===== src/rtl/delay_line_arb.sv =====
// ----------------------------------------------------------------------------
// delay_line_arb
//   Round-robin arbiter feeding a shared, programmable-depth delay pipeline.
//   One requester is granted per cycle; its data word and index enter stage 1
//   and appear on dout exactly cur_dly cycles after the grant edge.
//   Writing a new delay drains the pipeline before the new value is applied,
//   so no in-flight word is dropped or duplicated.
//
//   Optional feature macro: GRANT_CNT_EN (adds per-requester 16-bit
//   saturating grant counters on port gnt_cnt).
//
// Ports:
//   clk       in   clock, all state changes on posedge
//   rst       in   asynchronous active-high reset
//   req       in   [NREQ]      level requests, held until granted
//   din       in   [NREQ*DW]   requester i data at [i*DW +: DW]
//   gnt       out  [NREQ]      one-hot grant (combinational), zero in DRAIN
//   cfg_wr    in   1           single-cycle strobe to load cfg_dly
//   cfg_dly   in   [DLW]       requested delay (clamped to 1..MAX_DLY)
//   cfg_busy  out  1           reconfiguration in progress (draining)
//   cur_dly   out  [DLW]       delay currently in force
//   dout_vld  out  1           delayed valid
//   dout      out  [DW]        delayed data, holds when dout_vld=0
//   dout_id   out  [IDW]       requester index of dout, holds with dout
//   gnt_cnt   out  [NREQ*16]   grant counters (GRANT_CNT_EN only)
// ----------------------------------------------------------------------------
module delay_line_arb #(
    parameter int NREQ    = 4,
    parameter int DW      = 8,
    parameter int MAX_DLY = 8,
    localparam int IDW    = $clog2(NREQ),
    localparam int DLW    = $clog2(MAX_DLY + 1),
    localparam int SW     = $clog2(MAX_DLY)
) (
    input  logic               clk,
    input  logic               rst,
    input  logic [NREQ-1:0]    req,
    input  logic [NREQ*DW-1:0] din,
    output logic [NREQ-1:0]    gnt,
    input  logic               cfg_wr,
    input  logic [DLW-1:0]     cfg_dly,
    output logic               cfg_busy,
    output logic [DLW-1:0]     cur_dly,
    output logic               dout_vld,
    output logic [DW-1:0]      dout,
    output logic [IDW-1:0]     dout_id
`ifdef GRANT_CNT_EN
   ,output logic [NREQ*16-1:0] gnt_cnt
`endif
);

    typedef enum logic {RUN, DRAIN} state_t;

    state_t          state, state_nx;
    logic [IDW-1:0]  ptr;
    logic [DLW-1:0]  pend_dly, pend_nx, cur_nx, cfg_clamped;

    logic            gnt_any;
    logic [IDW-1:0]  gnt_idx;
    logic [DW-1:0]   gnt_data;

    logic [MAX_DLY-1:0] stg_vld, act_mask;
    logic [DW-1:0]      stg_data [MAX_DLY];
    logic [IDW-1:0]     stg_id   [MAX_DLY];
    logic [SW-1:0]      sel;
    logic [DW-1:0]      hold_data;
    logic [IDW-1:0]     hold_id;
    logic               pipe_empty;

    // Clamp the requested delay into the legal range 1..MAX_DLY.
    always_comb begin
        // NOTE: every variable assigned in a combinational block gets a
        // default first, otherwise an unassigned path infers a latch.
        cfg_clamped = cfg_dly;
        if (cfg_dly == '0)
            cfg_clamped = DLW'(1);
        else if (int'(cfg_dly) > MAX_DLY)
            cfg_clamped = DLW'(MAX_DLY);
    end

    // Round-robin search: first pass covers ptr..NREQ-1, second pass wraps
    // to 0..ptr-1 (indices already covered simply lose to gnt_any).
    always_comb begin
        gnt      = '0;
        gnt_any  = 1'b0;
        gnt_idx  = '0;
        gnt_data = '0;
        if (state == RUN && !rst) begin
            for (int j = 0; j < NREQ; j++) begin
                // NOTE: blocking assignments here, so gnt_any set in an
                // earlier iteration is seen by later ones in the same pass.
                if (!gnt_any && req[j] && j >= int'(ptr)) begin
                    gnt_any  = 1'b1;
                    gnt_idx  = IDW'(j);
                    gnt_data = din[j*DW +: DW];
                end
            end
            for (int j = 0; j < NREQ; j++) begin
                if (!gnt_any && req[j]) begin
                    gnt_any  = 1'b1;
                    gnt_idx  = IDW'(j);
                    gnt_data = din[j*DW +: DW];
                end
            end
            if (gnt_any)
                gnt[gnt_idx] = 1'b1;
        end
    end

    // Stages at or beyond cur_dly never hold a valid bit: a word is dropped
    // from the valid chain once it has been presented, so a later increase
    // of cur_dly cannot resurrect stale words.
    always_comb begin
        act_mask = '0;
        for (int j = 0; j < MAX_DLY; j++)
            act_mask[j] = (j < int'(cur_dly));
    end

    assign pipe_empty = ~|stg_vld;
    assign sel        = SW'(cur_dly - DLW'(1));
    assign dout_vld   = stg_vld[sel];
    assign dout       = dout_vld ? stg_data[sel] : hold_data;
    assign dout_id    = dout_vld ? stg_id[sel]   : hold_id;
    assign cfg_busy   = (state == DRAIN);

    // Next-state logic: RUN accepts reconfiguration, DRAIN waits for empty.
    always_comb begin
        state_nx = state;
        pend_nx  = pend_dly;
        cur_nx   = cur_dly;
        case (state)
            RUN: begin
                if (cfg_wr && cfg_clamped != cur_dly) begin
                    pend_nx  = cfg_clamped;
                    state_nx = DRAIN;
                end
            end
            DRAIN: begin
                if (cfg_wr)
                    pend_nx = cfg_clamped;
                if (pipe_empty) begin
                    cur_nx   = pend_nx;
                    state_nx = RUN;
                end
            end
            default: state_nx = RUN;
        endcase
    end

    always_ff @(posedge clk or posedge rst) begin
        if (rst) begin
            state     <= RUN;
            ptr       <= '0;
            pend_dly  <= DLW'(1);
            cur_dly   <= DLW'(1);
            stg_vld   <= '0;
            hold_data <= '0;
            hold_id   <= '0;
        end else begin
            state    <= state_nx;
            pend_dly <= pend_nx;
            cur_dly  <= cur_nx;
            if (gnt_any)
                ptr <= (int'(gnt_idx) == NREQ - 1) ? '0 : gnt_idx + 1'b1;
            stg_vld <= {stg_vld[MAX_DLY-2:0], gnt_any} & act_mask;
            if (dout_vld) begin
                hold_data <= stg_data[sel];
                hold_id   <= stg_id[sel];
            end
        end
    end

    // NOTE: the data/id shift registers are not reset; the reset valid chain
    // already marks them as garbage, and leaving them out of reset keeps
    // them plain flops.
    always_ff @(posedge clk) begin
        stg_data[0] <= gnt_data;
        stg_id[0]   <= gnt_idx;
        for (int j = 1; j < MAX_DLY; j++) begin
            stg_data[j] <= stg_data[j-1];
            stg_id[j]   <= stg_id[j-1];
        end
    end

`ifdef GRANT_CNT_EN
    // Saturating per-requester grant counters; any cfg_wr clears them.
    always_ff @(posedge clk or posedge rst) begin
        if (rst) begin
            gnt_cnt <= '0;
        end else if (cfg_wr) begin
            gnt_cnt <= '0;
        end else begin
            for (int j = 0; j < NREQ; j++) begin
                if (gnt[j] && gnt_cnt[j*16 +: 16] != 16'hFFFF)
                    gnt_cnt[j*16 +: 16] <= gnt_cnt[j*16 +: 16] + 16'd1;
            end
        end
    end
`else
    // No grant counters in this build.
`endif

endmodule


===== config.mk =====
export PLATFORM = sky130hd
export DESIGN_NAME = delay_line_arb
export DESIGN_NICKNAME = d
export VERILOG_FILES = /design/src/rtl/delay_line_arb.sv
export SDC_FILE = /design/constraint.sdc
export NUM_CORES = 1
export LEC_CHECK = 0
export ABC_AREA = 1
export CAP_MARGIN = 20
export CORE_MARGIN = 2
export CORE_UTILIZATION = 45
export CTS_BUF_LIST = sky130_fd_sc_hd__clkbuf_8
export DETAILED_ROUTE_END_ITERATION = 10
export PLACE_DENSITY = 0.65
export SYNTH_ARGS = -nofsm -noshare
export SYNTH_HDL_FRONTEND = slang
export SYNTH_SLANG_ARGS = --single-unit
export TNS_END_PERCENT = 10

===== constraint.sdc =====
create_clock -name clk -period 6.8 [get_ports clk]
set_input_delay 1.02 -clock clk [delete_from_list [all_inputs] [get_ports clk]]
set_output_delay 1.02 -clock clk [all_outputs]
set_load 0.05 [all_outputs]

==> results by group <==
Outcome
  – Status: finished clean

Finish
  – Share of layout cells above drive strength 1: 0.0503
  – Final instance area: around 5400 sq um
  – Syn-to-layout area delta: 20.1%
  – Nets: ~680
  – Fillers: 940
  – N_diodes: 0
  – Multi-input logic area: 1770 sq um
  – Register area: around 2300 sq um

Power and ir drop
  – Pwr dens: 489 nW/um^2
  – Int Power: around 1.4 mW
  – Static leakage: around 2.4 nW
  – Combinational group share of total power: 0.506
  – Total power: 2.64 mW
  – Clock power frac: 0.139
  – Net Sw Power: between 1 and 1.5 mW
  – Net Sw Frac: 0.472
  – Seq pwr share: 0.355
  – Peak VDD IR: 0.369 mV

Synthesis
  – Area share of the largest cell type after synthesis: 0.356
  – Cell taking the most area after synthesis: dfxtp_1
  – Simple-Gate Fraction of Synth Area: 0.251
  – Mapped Cells: a little under 600
  – Post-Syn Area: approximately 4500 sq um
  – Avg Cell Area, Syn: roughly 7.8 sq um
  – Sequential-to-total area share from yosys stat: 0.518
  – Most frequent cell after synthesis: nor2_1
  – Adder-Cell Fraction of Synth Area: 0.00556
  – Post-synth EDFFs: 0
  – Most common library cells after synthesis: 100 x nor2_1, 80 x dfxtp_1, 77 x nand2_1
  – Synthesized Nets: 624
  – Yosys reg bits: ~110
  – Multiplexer area fraction after synthesis: 0
  – Top_reg_cell synth: dfxtp_1
  – Fraction of registers with async set/reset: 0.266
  – Post-synthesis cell type count: 34
  – Synth Area in XOR/XNOR: 0.00389
  – Yosys warns: 0
  – Largest family of logic cells by synthesized area: simple AND/OR/NAND/NOR gates
  – Dominant cells by area after synthesis: dfxtp_1 36%, dfrtp_1 15%, o21ai_0 8.5%
  – Post-synthesis compound-gate area fraction: 0.133

Clock network
  – Total CTS buffers: 9
  – Post-CTS setup buffer count: 0
  – # clock sinks: ~110
  – Hold buffer count at cts: 0
  – Clk slew on worst S/H paths: about 0.10 ns
  – Resize count post-CTS: 0
  – Clk Latency, worst-skew pair: between 0.3 and 0.4 ns
  – H-tree levels: 3
  – CTS tree: yes
  – Root Buffer: clkbuf_8
  – CTS Buffer Depth: 2

Setup path
  – Critical path's slowest cell: dfstp_2
  – CP max stage delay: 1.07 ns
  – Setup slack, reg-to-reg: ~3.4 ns
  – Type of origin of the critical path: flip-flop
  – Family with the most delay on the worst path: buffers and inverters
  – Worst endpoint data arrival time: 4.45 ns
  – RR Startpoint: cur_dly[0]
  – CP Buf/Inv Count: 3
  – Required @ worst endpoint: 5.78 ns
  – Crit. End Element: output port
  – Reg2Reg Depth: 8
  – CP Class: reg -> out
  – R2R Path End: hold_data[1]
  – Crit path max fanout: 47
  – Crit-path cells: inv_1, ha_1, inv_1, a21oi_1, o21ai_0, nand3_1, o21a_1, nand2_1, o21ai_0, clkdlybuf4s50_1

Place
  – GP Congestion: ~0.9
  – Pre-CTS WS: roughly 1.8 ns
  – Placed inst area: roughly 5200 sq um
  – Placed wire-length estimate: a little over 7000 um
  – Port-buffer cells: between 60 and 70

Timing
  – Fmax: between 150 and 200 MHz
  – Setup-failing EPs final: 0
  – Clock period minus worst slack: approximately 5.5 ns
  – RSZ-0062 raised after global routing: false
  – Final worst setup slack: around 1.3 ns
  – Slew headroom: 0.470
  – Least-Margin Pin Slew: approximately 0.79 ns
  – Final max-slew violation count: 0
  – Total negative slack: 0 ns
  – Crit share post-route: 0.804
  – Final Hold Viols: 0
  – Worst Clk Skew: between 0.01 and 0.015 ns

Floorplan
  – Site Rows: 36
  – Top Ports: 63
  – Die Span Y: ~100 um
  – Die area: 10800 sq um
  – CORE AREA: just under 10000 sq um
  – Initial cell density of the core: 0.462
  – Die Wd: between 100 and 150 um

Global route
  – Grt total ovfl: 0
  – Vias in the first global route: between 3000 and 4000
  – First-pass GRT wire length: approximately 17000 um
  – All-Layer GR Usage: 0.185
  – Initial antenna violation count: 0
  – Largest net degree at the start of global routing: 48

Run
  – Max-cap viol count: 0

Detailed routing
  – Via density: between 4 and 5
  – Via count: 3760
  – Initial DRC count: 187
  – Post-Route WL: 9590 um
  – Pre-antenna DRT Iters: 5
  – Final routed DRC violation total: 0
  – Wire per inst: between 10 and 15 um
  – Routed Antenna Nets: 0

Worst hold path
  – Hold Crit Endpoint: stg_data[3][0]
  – Hold Crit Class: reg -> reg
  – Hold_sp: stg_data[2][0]
  – WHS Path Cells: 0
kinds of logic after synthesis:
kind of cell / after synthesis
AND/OR/NAND/NOR: 254
buffers and inverters: 99
AO/OA/AOI/OAI: 113
flip-flops: 109
adder cells (fa/ha/maj): 2
XOR/XNOR: 2
power by group through the flow:
stage | registers, mW | clock network [mW] | logic (mW)
3_5_place_dp | 0.953 | 0 | 1.34
3_3_place_gp | 0.947 | 0 | 1.32
5_1_grt | 0.965 | 0.405 | 1.48
4_1_cts | 0.940 | 0.376 | 1.34
6_report | 0.939 | 0.368 | 1.34
2_1_floorplan | 0.947 | 0 | 0.955
per-layer routing:
| metal | share of wire | routed length, um | vias to the layer above | global-route usage |
|---|---|---|---|---|
| met3 | 0.049 | 469 | 8 | 0.0376 |
| met1 | 0.49 | 4730 | 1666 | 0.255 |
| met5 | 0 | 0 | - | 0 |
| met4 | 0.0097 | 93 | 0 | 0.0705 |
| met2 | 0.45 | 4290 | 105 | 0.287 |
| li1 | - | - | 1981 | - |
cell type report:
type,instances,share of cell area
inverter,74,0.0514
sequential,109,0.431
clock buffer,10,0.0255
timing repair buffer,66,0.124
tap,133,0.0308
clock inverter,6,0.00927
multi-input combinational,371,0.328
state kept, by name, indices dropped and copies added (netlist names):
name / count
pend_dly: 4
cfg_busy: 1
hold_id: 2
hold_data: 8
stg_data: 64
cur_dly: 4
stg_vld: 8
ptr: 2
stg_id: 16
worst max path at each step:
stage / from / to / slack [ns] / cells past startpoint
finish: cur_dly[0] / dout[3] / 1.33 / 10
global placement: cur_dly[0] / dout[1] / 1.94 / 10
detailed placement: cur_dly[0] / dout[2] / 1.76 / 10
global route: cur_dly[0] / dout[2] / 0.92 / 10
floorplan: cur_dly[0] / dout[0] / 2.35 / 12
CTS: cur_dly[0] / dout[2] / 1.33 / 10
worst reg2reg max path, cell delays in order, from the launching register on:
cell and delay, ns:
dfstp_2 1.07, inv_1 0.17, ha_1 0.60, inv_1 0.29, a21oi_1 0.16, o21ai_0 0.09
nand3_1 0.09, o21a_1 0.51, o21ai_0 0.23
layout by cell type (no fill, tap or decap), types with 2 or more instances in the layout:
cell	instances
xor2_1	2
a21boi_0	2
dfstp_2	2
nand2_4	2
o22ai_1	10
inv_6	2
dfxtp_1	80
o21ai_1	11
dfrtp_1	27
inv_4	2
clkbuf_8	10
clkdlybuf4s50_1	62
nand2_1	77
nand3_1	41
ha_1	2
nor2_1	100
nand4_1	18
nor3_1	10
o21ai_0	76
buf_4	3
inv_1	72
nand2_2	2
a21oi_1	9
metrics by stage:
| stage | utilization | std cells | hold WS [ns] |
|---|---|---|---|
| after floorplan | - | 579 | 0.326 |
| after global placement | 0.533 | 752 | 0.326 |
| after detailed placement | 0.536 | 753 | 0.331 |
| after CTS | 0.555 | 769 | 0.347 |
| after global routing | 0.555 | 769 | 0.357 |
| final | 0.555 | 769 | 0.348 |
Power figures use the tool's default switching activity.
